### src/rtl/load_store_unit.sv
// Data-memory access unit: byte lanes, load extension, and a valid/ready
// memory handshake that splits word-crossing accesses into two beats.
module load_store_unit #(
   parameter int DATA_WIDTH       = 32,
   parameter int ADDR_WIDTH       = 32,
   parameter int ALLOW_MISALIGNED = 1
) (
   input  logic                    clk,
   input  logic                    rst_n,
   input  logic                    req_valid,
   output logic                    req_ready,
   input  logic                    req_we,
   input  logic [1:0]              req_size,
   input  logic                    req_sext,
   input  logic [ADDR_WIDTH-1:0]   req_address,
   input  logic [DATA_WIDTH-1:0]   req_wdata,
   output logic                    resp_valid,
   output logic [DATA_WIDTH-1:0]   resp_rdata,
   output logic                    resp_err,
   output logic                    mem_valid,
   input  logic                    mem_ready,
   output logic [ADDR_WIDTH-1:0]   mem_address,
   output logic                    mem_we,
   output logic [DATA_WIDTH/8-1:0] mem_byte_enable,
   output logic [DATA_WIDTH-1:0]   mem_write,
   input  logic                    mem_rvalid,
   input  logic [DATA_WIDTH-1:0]   mem_rdata
);

   localparam int BYTES = DATA_WIDTH / 8;
   localparam int OW    = $clog2(BYTES);
   localparam int IW    = $clog2(DATA_WIDTH);

   typedef enum logic [2:0] {
      IDLE, REQ0, RSP0, REQ1, RSP1, DONE
   } state_t;

   state_t                  state;
   logic                    we_q;
   logic                    sext_q;
   logic [1:0]              size_q;
   logic [OW-1:0]           off_q;
   logic                    cross_q;
   logic [ADDR_WIDTH-1:0]   al_q;
   logic [BYTES-1:0]        be_hi_q;
   logic [DATA_WIDTH-1:0]   wd_hi_q;
   logic [DATA_WIDTH-1:0]   rd0_q;

   logic [OW-1:0]           a_off;
   logic [3:0]              a_n;
   logic                    a_cross;
   logic                    a_ill;
   logic                    a_err;
   logic [ADDR_WIDTH-1:0]   a_al;
   logic [2*BYTES-1:0]      a_mask;
   logic [2*BYTES-1:0]      a_be2;
   logic [2*DATA_WIDTH-1:0] a_wd2;

   assign a_off   = req_address[OW-1:0];
   assign a_n     = 4'd1 << req_size;
   assign a_cross = (5'(a_off) + 5'(a_n)) > 5'(BYTES);
   assign a_ill   = (req_size == 2'd3) && (DATA_WIDTH == 32);
   assign a_err   = a_ill || (a_cross && ALLOW_MISALIGNED == 0);
   assign a_al    = {req_address[ADDR_WIDTH-1:OW], {OW{1'b0}}};

   always_comb begin
      a_mask = '0;
      for (int i = 0; i < 2*BYTES; i++)
         a_mask[i] = (i < int'(a_n));
      a_be2 = a_mask << a_off;
      a_wd2 = {{DATA_WIDTH{1'b0}}, req_wdata} << {a_off, 3'b000};
   end

   // Shift the two-beat window down, keep n bytes, extend the rest.
   function automatic logic [DATA_WIDTH-1:0] load_ext(
      input logic [2*DATA_WIDTH-1:0] raw,
      input logic [OW-1:0]           off,
      input logic [1:0]              size,
      input logic                    sext
   );
      logic [DATA_WIDTH-1:0] sh;
      logic [DATA_WIDTH-1:0] r;
      logic [IW-1:0]         top;
      logic                  fill;
      int                    nb;
      sh = DATA_WIDTH'(raw >> {off, 3'b000});
      nb = 8 << size;
      if (nb > DATA_WIDTH)
         nb = DATA_WIDTH;
      top  = IW'(nb - 1);
      fill = sext & sh[top];
      r    = sh;
      for (int i = 0; i < DATA_WIDTH; i++)
         if (i >= nb)
            r[i] = fill;
      return r;
   endfunction

   always_ff @(posedge clk or negedge rst_n) begin
      if (!rst_n) begin
         state           <= IDLE;
         req_ready       <= 1'b1;
         resp_valid      <= 1'b0;
         resp_rdata      <= '0;
         resp_err        <= 1'b0;
         mem_valid       <= 1'b0;
         mem_address     <= '0;
         mem_we          <= 1'b0;
         mem_byte_enable <= '0;
         mem_write       <= '0;
         we_q            <= 1'b0;
         sext_q          <= 1'b0;
         size_q          <= '0;
         off_q           <= '0;
         cross_q         <= 1'b0;
         al_q            <= '0;
         be_hi_q         <= '0;
         wd_hi_q         <= '0;
         rd0_q           <= '0;
      end else begin
         unique case (state)
            IDLE: if (req_valid) begin
               req_ready <= 1'b0;
               we_q      <= req_we;
               sext_q    <= req_sext;
               size_q    <= req_size;
               off_q     <= a_off;
               cross_q   <= a_cross;
               al_q      <= a_al;
               be_hi_q   <= a_be2[2*BYTES-1:BYTES];
               wd_hi_q   <= a_wd2[2*DATA_WIDTH-1:DATA_WIDTH];
               rd0_q     <= '0;
               if (a_err) begin
                  state      <= DONE;
                  resp_valid <= 1'b1;
                  resp_err   <= 1'b1;
               end else begin
                  state           <= REQ0;
                  mem_valid       <= 1'b1;
                  mem_address     <= a_al;
                  mem_we          <= req_we;
                  mem_byte_enable <= a_be2[BYTES-1:0];
                  mem_write       <= a_wd2[DATA_WIDTH-1:0];
               end
            end
            REQ0, REQ1: if (mem_ready) begin
               state           <= (state == REQ0) ? RSP0 : RSP1;
               mem_valid       <= 1'b0;
               mem_address     <= '0;
               mem_we          <= 1'b0;
               mem_byte_enable <= '0;
               mem_write       <= '0;
            end
            RSP0: if (mem_rvalid) begin
               rd0_q <= mem_rdata;
               if (cross_q) begin
                  state           <= REQ1;
                  mem_valid       <= 1'b1;
                  mem_address     <= al_q + ADDR_WIDTH'(BYTES);
                  mem_we          <= we_q;
                  mem_byte_enable <= be_hi_q;
                  mem_write       <= wd_hi_q;
               end else begin
                  state      <= DONE;
                  resp_valid <= 1'b1;
                  resp_rdata <= we_q ? '0 : load_ext(
                     {{DATA_WIDTH{1'b0}}, mem_rdata}, off_q, size_q, sext_q);
               end
            end
            RSP1: if (mem_rvalid) begin
               state      <= DONE;
               resp_valid <= 1'b1;
               resp_rdata <= we_q ? '0 : load_ext(
                  {mem_rdata, rd0_q}, off_q, size_q, sext_q);
            end
            DONE: begin
               state      <= IDLE;
               req_ready  <= 1'b1;
               resp_valid <= 1'b0;
               resp_rdata <= '0;
               resp_err   <= 1'b0;
            end
            default: state <= IDLE;
         endcase
      end
   end

endmodule

### config.mk
export PLATFORM = sky130hd
export DESIGN_NAME = load_store_unit
export DESIGN_NICKNAME = d
export VERILOG_FILES = /design/src/rtl/load_store_unit.sv
export SDC_FILE = /design/constraint.sdc
export NUM_CORES = 1
export LEC_CHECK = 0
export CAP_MARGIN = 20
export CORE_UTILIZATION = 57
export CTS_CLUSTER_SIZE = 28
export DETAILED_ROUTE_END_ITERATION = 12
export HOLD_SLACK_MARGIN = 0.15
export PLACE_DENSITY = 0.86
export SYNTH_ARGS = -nofsm -noshare
export SYNTH_HDL_FRONTEND = slang
export SYNTH_SLANG_ARGS = --single-unit
### constraint.sdc
create_clock -name clk -period 5.5 [get_ports clk]
set_input_delay 1.1 -clock clk [delete_from_list [all_inputs] [get_ports clk]]
set_output_delay 1.1 -clock clk [all_outputs]
set_load 0.01 [all_outputs]
==> results list <==
- The detailed router finished its first iteration with 864 violations.
- Area fraction of the dominant cell type after synthesis: 45.6%
* CTS sink count: 203
- Average size of a mapped cell: 9.60 sq um
- Hold violation total from the final report: 0
* Fin crit share: 69.7%
- The region available for standard cell placement spans 0.0189 sq mm.
- Number of antenna violations at the first check in global routing: 1
- Maximum buffer depth of the clock tree: 3
* Proportion of layout cells with a drive suffix above 1: 10.8%
* Setup TNS: 0 ns
* Layout net count: 1413
* Crit Path Class: in2reg
- Peak VDD IR: 0.384 mV
* Minimum clock period after layout: 3.84 ns
- The synthesized netlist contains 72 unique library cells.
- After synthesis, the cell types taking the most area are sky130_fd_sc_hd__dfrtp_1, sky130_fd_sc_hd__mux2_2, sky130_fd_sc_hd__mux2i_1.
- The first detailed-routing pass ran for 6 iterations.
- Pre-CTS setup slack: 1.28 ns
- Worst path most repeated cell: sky130_fd_sc_hd__nor2_1
- The worst pin sits at a relative slew slack of 28.1%.
- The number of setup buffers added after CTS is 0.
- Timing would allow up to 261 MHz.
* Die Width: 141 um
- Max-cap violations in this run came to 0.
* Synthesized flop and latch total: 203
- After detailed routing, the average wire length per cell comes to 20.5 um.
* CTS-repair resized insts: 0
- The area growth from synthesis to layout is 25.9%.
- Critical path's largest stage delay: 0.86 ns
- Vias in the first global route: 9822
- The routed layout has 9990 vias.
* Warning count from the yosys run: 0
* Pin count of the biggest net entering global routing: 125
- The number of hold buffers added after CTS was 0.
- I/O Pins: 210
* Overall global routing resource usage: 32.6%
* Clk slew on worst S/H paths: 0.06 ns
- Starting Density: 58.6%
* Later-pin clock latency in the skew report: 0.53 ns
* Sum of routed wire length over all layers: 32400 um
- Setup violators final: 0
* Number of H-tree levels: 1
* First-pass GRT wire length: 51600 um
- Crit-path max FO: 24
- Counting flops with a built-in enable in the synthesized netlist gives 0.
- In this run the static leakage power is 0.00593 uW.
- The number of clock buffers added by TritonCTS is 23.
- The count of pins over their slew limit came to 0.
- Slowest-stage cell, CP: sky130_fd_sc_hd__clkdlybuf4s50_1
- Die ar.: 0.0200 sq mm
- The tightest min-delay check is of the reg2reg type.
* Data arrival, critical path: 4.29 ns
* Cell row count: 50
- Smallest setup slack after layout: 1.66 ns
* Detailed placement HPWL: 21400 um
- Remaining antenna violation count: 0
- Unrepaired setup endpoints after global routing: false
- Clock tree synthesis selected as its root buffer the cell sky130_fd_sc_hd__clkbuf_16.
- The die is 141 um tall.
- Post-synthesis cell area: 0.0111 sq mm
* Critical Path Source Type: primary input
* Final Skew: 0.0173 ns
* Crit path buffers/inverters: 2
* CTS tree: done
- For the pin with the worst max-slew slack, the measured transition is 1.08 ns.
* Routability cong.: 0.971
* Average vias per placed instance: 6.32
* Data required time at the worst endpoint: 5.95 ns
- The worst setup path is captured at a flip-flop.
- The cell family contributing the most delay on the critical path is buffers and inverters.
- Fraction of registers with async set/reset: 100%
- During placement, the flow inserted port buffers numbering 207.
- Global route overflow: 0
* Most common library cell in the layout ignoring fill and taps: sky130_fd_sc_hd__clkdlybuf4s50_1
- The library cells used most frequently in the layout, excluding fill and tap cells, are sky130_fd_sc_hd__clkdlybuf4s50_1, sky130_fd_sc_hd__dfrtp_1, sky130_fd_sc_hd__nand2_1, sky130_fd_sc_hd__nor2_1, sky130_fd_sc_hd__o21ai_0.
* Mapped Cells: 1153
- Run status: completed
- Number of DRC violations after detailed routing: 0
* Cell-by-cell listing of the critical path: clkdlybuf4s50_1 -> inv_1 -> nand2_1 -> nor2_1 -> a221oi_1 -> nor2_1
- Post-synthesis cell type with the largest combined area: sky130_fd_sc_hd__dfrtp_1
- For this design the ratio of total power to cell area is 584 mW/mm^2.
- Most frequently used flop master after synthesis: sky130_fd_sc_hd__dfrtp_1
- Part of the Yosys area used for sequential elements: 45.9%
## Yosys cell counts, drive strengths merged (11+ instances only)
| library cell | count |
|---|---|
| o21ai | 90 |
| a221oi | 26 |
| nand4 | 17 |
| inv | 17 |
| buf | 42 |
| nor2 | 121 |
| clkbuf | 53 |
| a22o | 32 |
| a22oi | 11 |
| xnor2 | 20 |
| o22ai | 16 |
| nand2 | 150 |
| o31ai | 16 |
| dfrtp | 202 |
| mux2i | 67 |
| mux2 | 60 |
| a21oi | 40 |
| nand3 | 30 |
| nor3 | 21 |
## through the flow
| step | util [%] | std cells | power, uW | cell area [sq um] | hold WS, ns |
|---|---|---|---|---|---|
| 2_1_floorplan | - | 1154 | 5090 | 11100 | 0.449 |
| 3_3_place_gp | 69.8 | 1538 | 6410 | 13200 | 0.459 |
| 3_5_place_dp | 69.8 | 1538 | 6550 | 13200 | 0.471 |
| 4_1_cts | 73.8 | 1579 | 8130 | 13900 | 0.484 |
| 5_1_grt | 73.8 | 1579 | 8620 | 13900 | 0.499 |
| 6_report | 73.8 | 1580 | 8150 | 13900 | 0.479 |
## kinds of logic (layout without fill, tap and decap cells)
kind of cell,after synthesis,count (layout),synth area share (%)
AND/OR/NAND/NOR,382,382,16.0
AO/OA/AOI/OAI,290,290,17.9
flip-flops,203,203,45.9
multiplexers,130,130,12.8
buffers and inverters,112,277,4.41
XOR/XNOR,30,30,2.37
adder cells (fa/ha/maj),5,5,0.633
other,1,3,0.0339
## state kept, by name, indices dropped and copies added (netlist names), 2 cells and up
name,flops
state,3
mem_byte_enable,4
resp_rdata,32
off_q,2
mem_address,30
rd0_q,32
size_q,2
al_q,30
be_hi_q,4
mem_write,32
wd_hi_q,24
## worst min-delay path, delay by kind of cell, from the launching register on
| kind | cells | cell delay, ns |
|---|---|---|
| flip-flops | 1 | 0.34 |
| AND/OR/NAND/NOR | 1 | 0.05 |
| AO/OA/AOI/OAI | 1 | 0.05 |
## metal layers
| layer | GRT usage, % | wire length [um] | vias up | share of wire (%) |
|---|---|---|---|---|
| met5 | 0 | 0 | - | 0 |
| met4 | 13.3 | 1230 | 0 | 3.8 |
| met3 | 7.29 | 3240 | 85 | 10 |
| met2 | 53.3 | 15500 | 528 | 48 |
| met1 | 42.2 | 12400 | 4910 | 38 |
| li1 | - | - | 4467 | - |
## report_power, final
part / switching (uW) / internal [uW] / total, uW
combinational: 1910 / 1770 / 3670
sequential: 735 / 2200 / 2930
clock: 631 / 916 / 1550
## layout make-up
class                   count  area [sq um]
multi-input cells         839          5560
flip-flops and latches    203          5080
fillers                  1355          4950
repair buffers            219          2160
clock buffers              27           591
well taps                 260           325
clock inverters            14           164
inverters                  17          63.8
diodes                      1          2.50
## path summary, 6_finish.rpt
kind                                               to  cells after the start               startpoint  slack [ns]
hold reg to reg               wd_hi_q[14]$_DFFE_PN0P_                      2  wd_hi_q[14]$_DFFE_PN0P_        0.48
max in group asynchronous        al_q[16]$_DFFE_PN0P_                      2                    rst_n        3.62
min in group asynchronous        rd0_q[1]$_DFFE_PN0P_                      1                    rst_n        0.73
setup reg to reg           resp_rdata[21]$_DFFE_PN0P_                      8    size_q[1]$_DFFE_PN0P_        1.95
setup / recovery             mem_write[3]$_DFFE_PN0P_                      6           req_address[1]        1.66
hold / removal                wd_hi_q[14]$_DFFE_PN0P_                      2  wd_hi_q[14]$_DFFE_PN0P_        0.48
No activity file was read; power rests on OpenSTA's default activity.
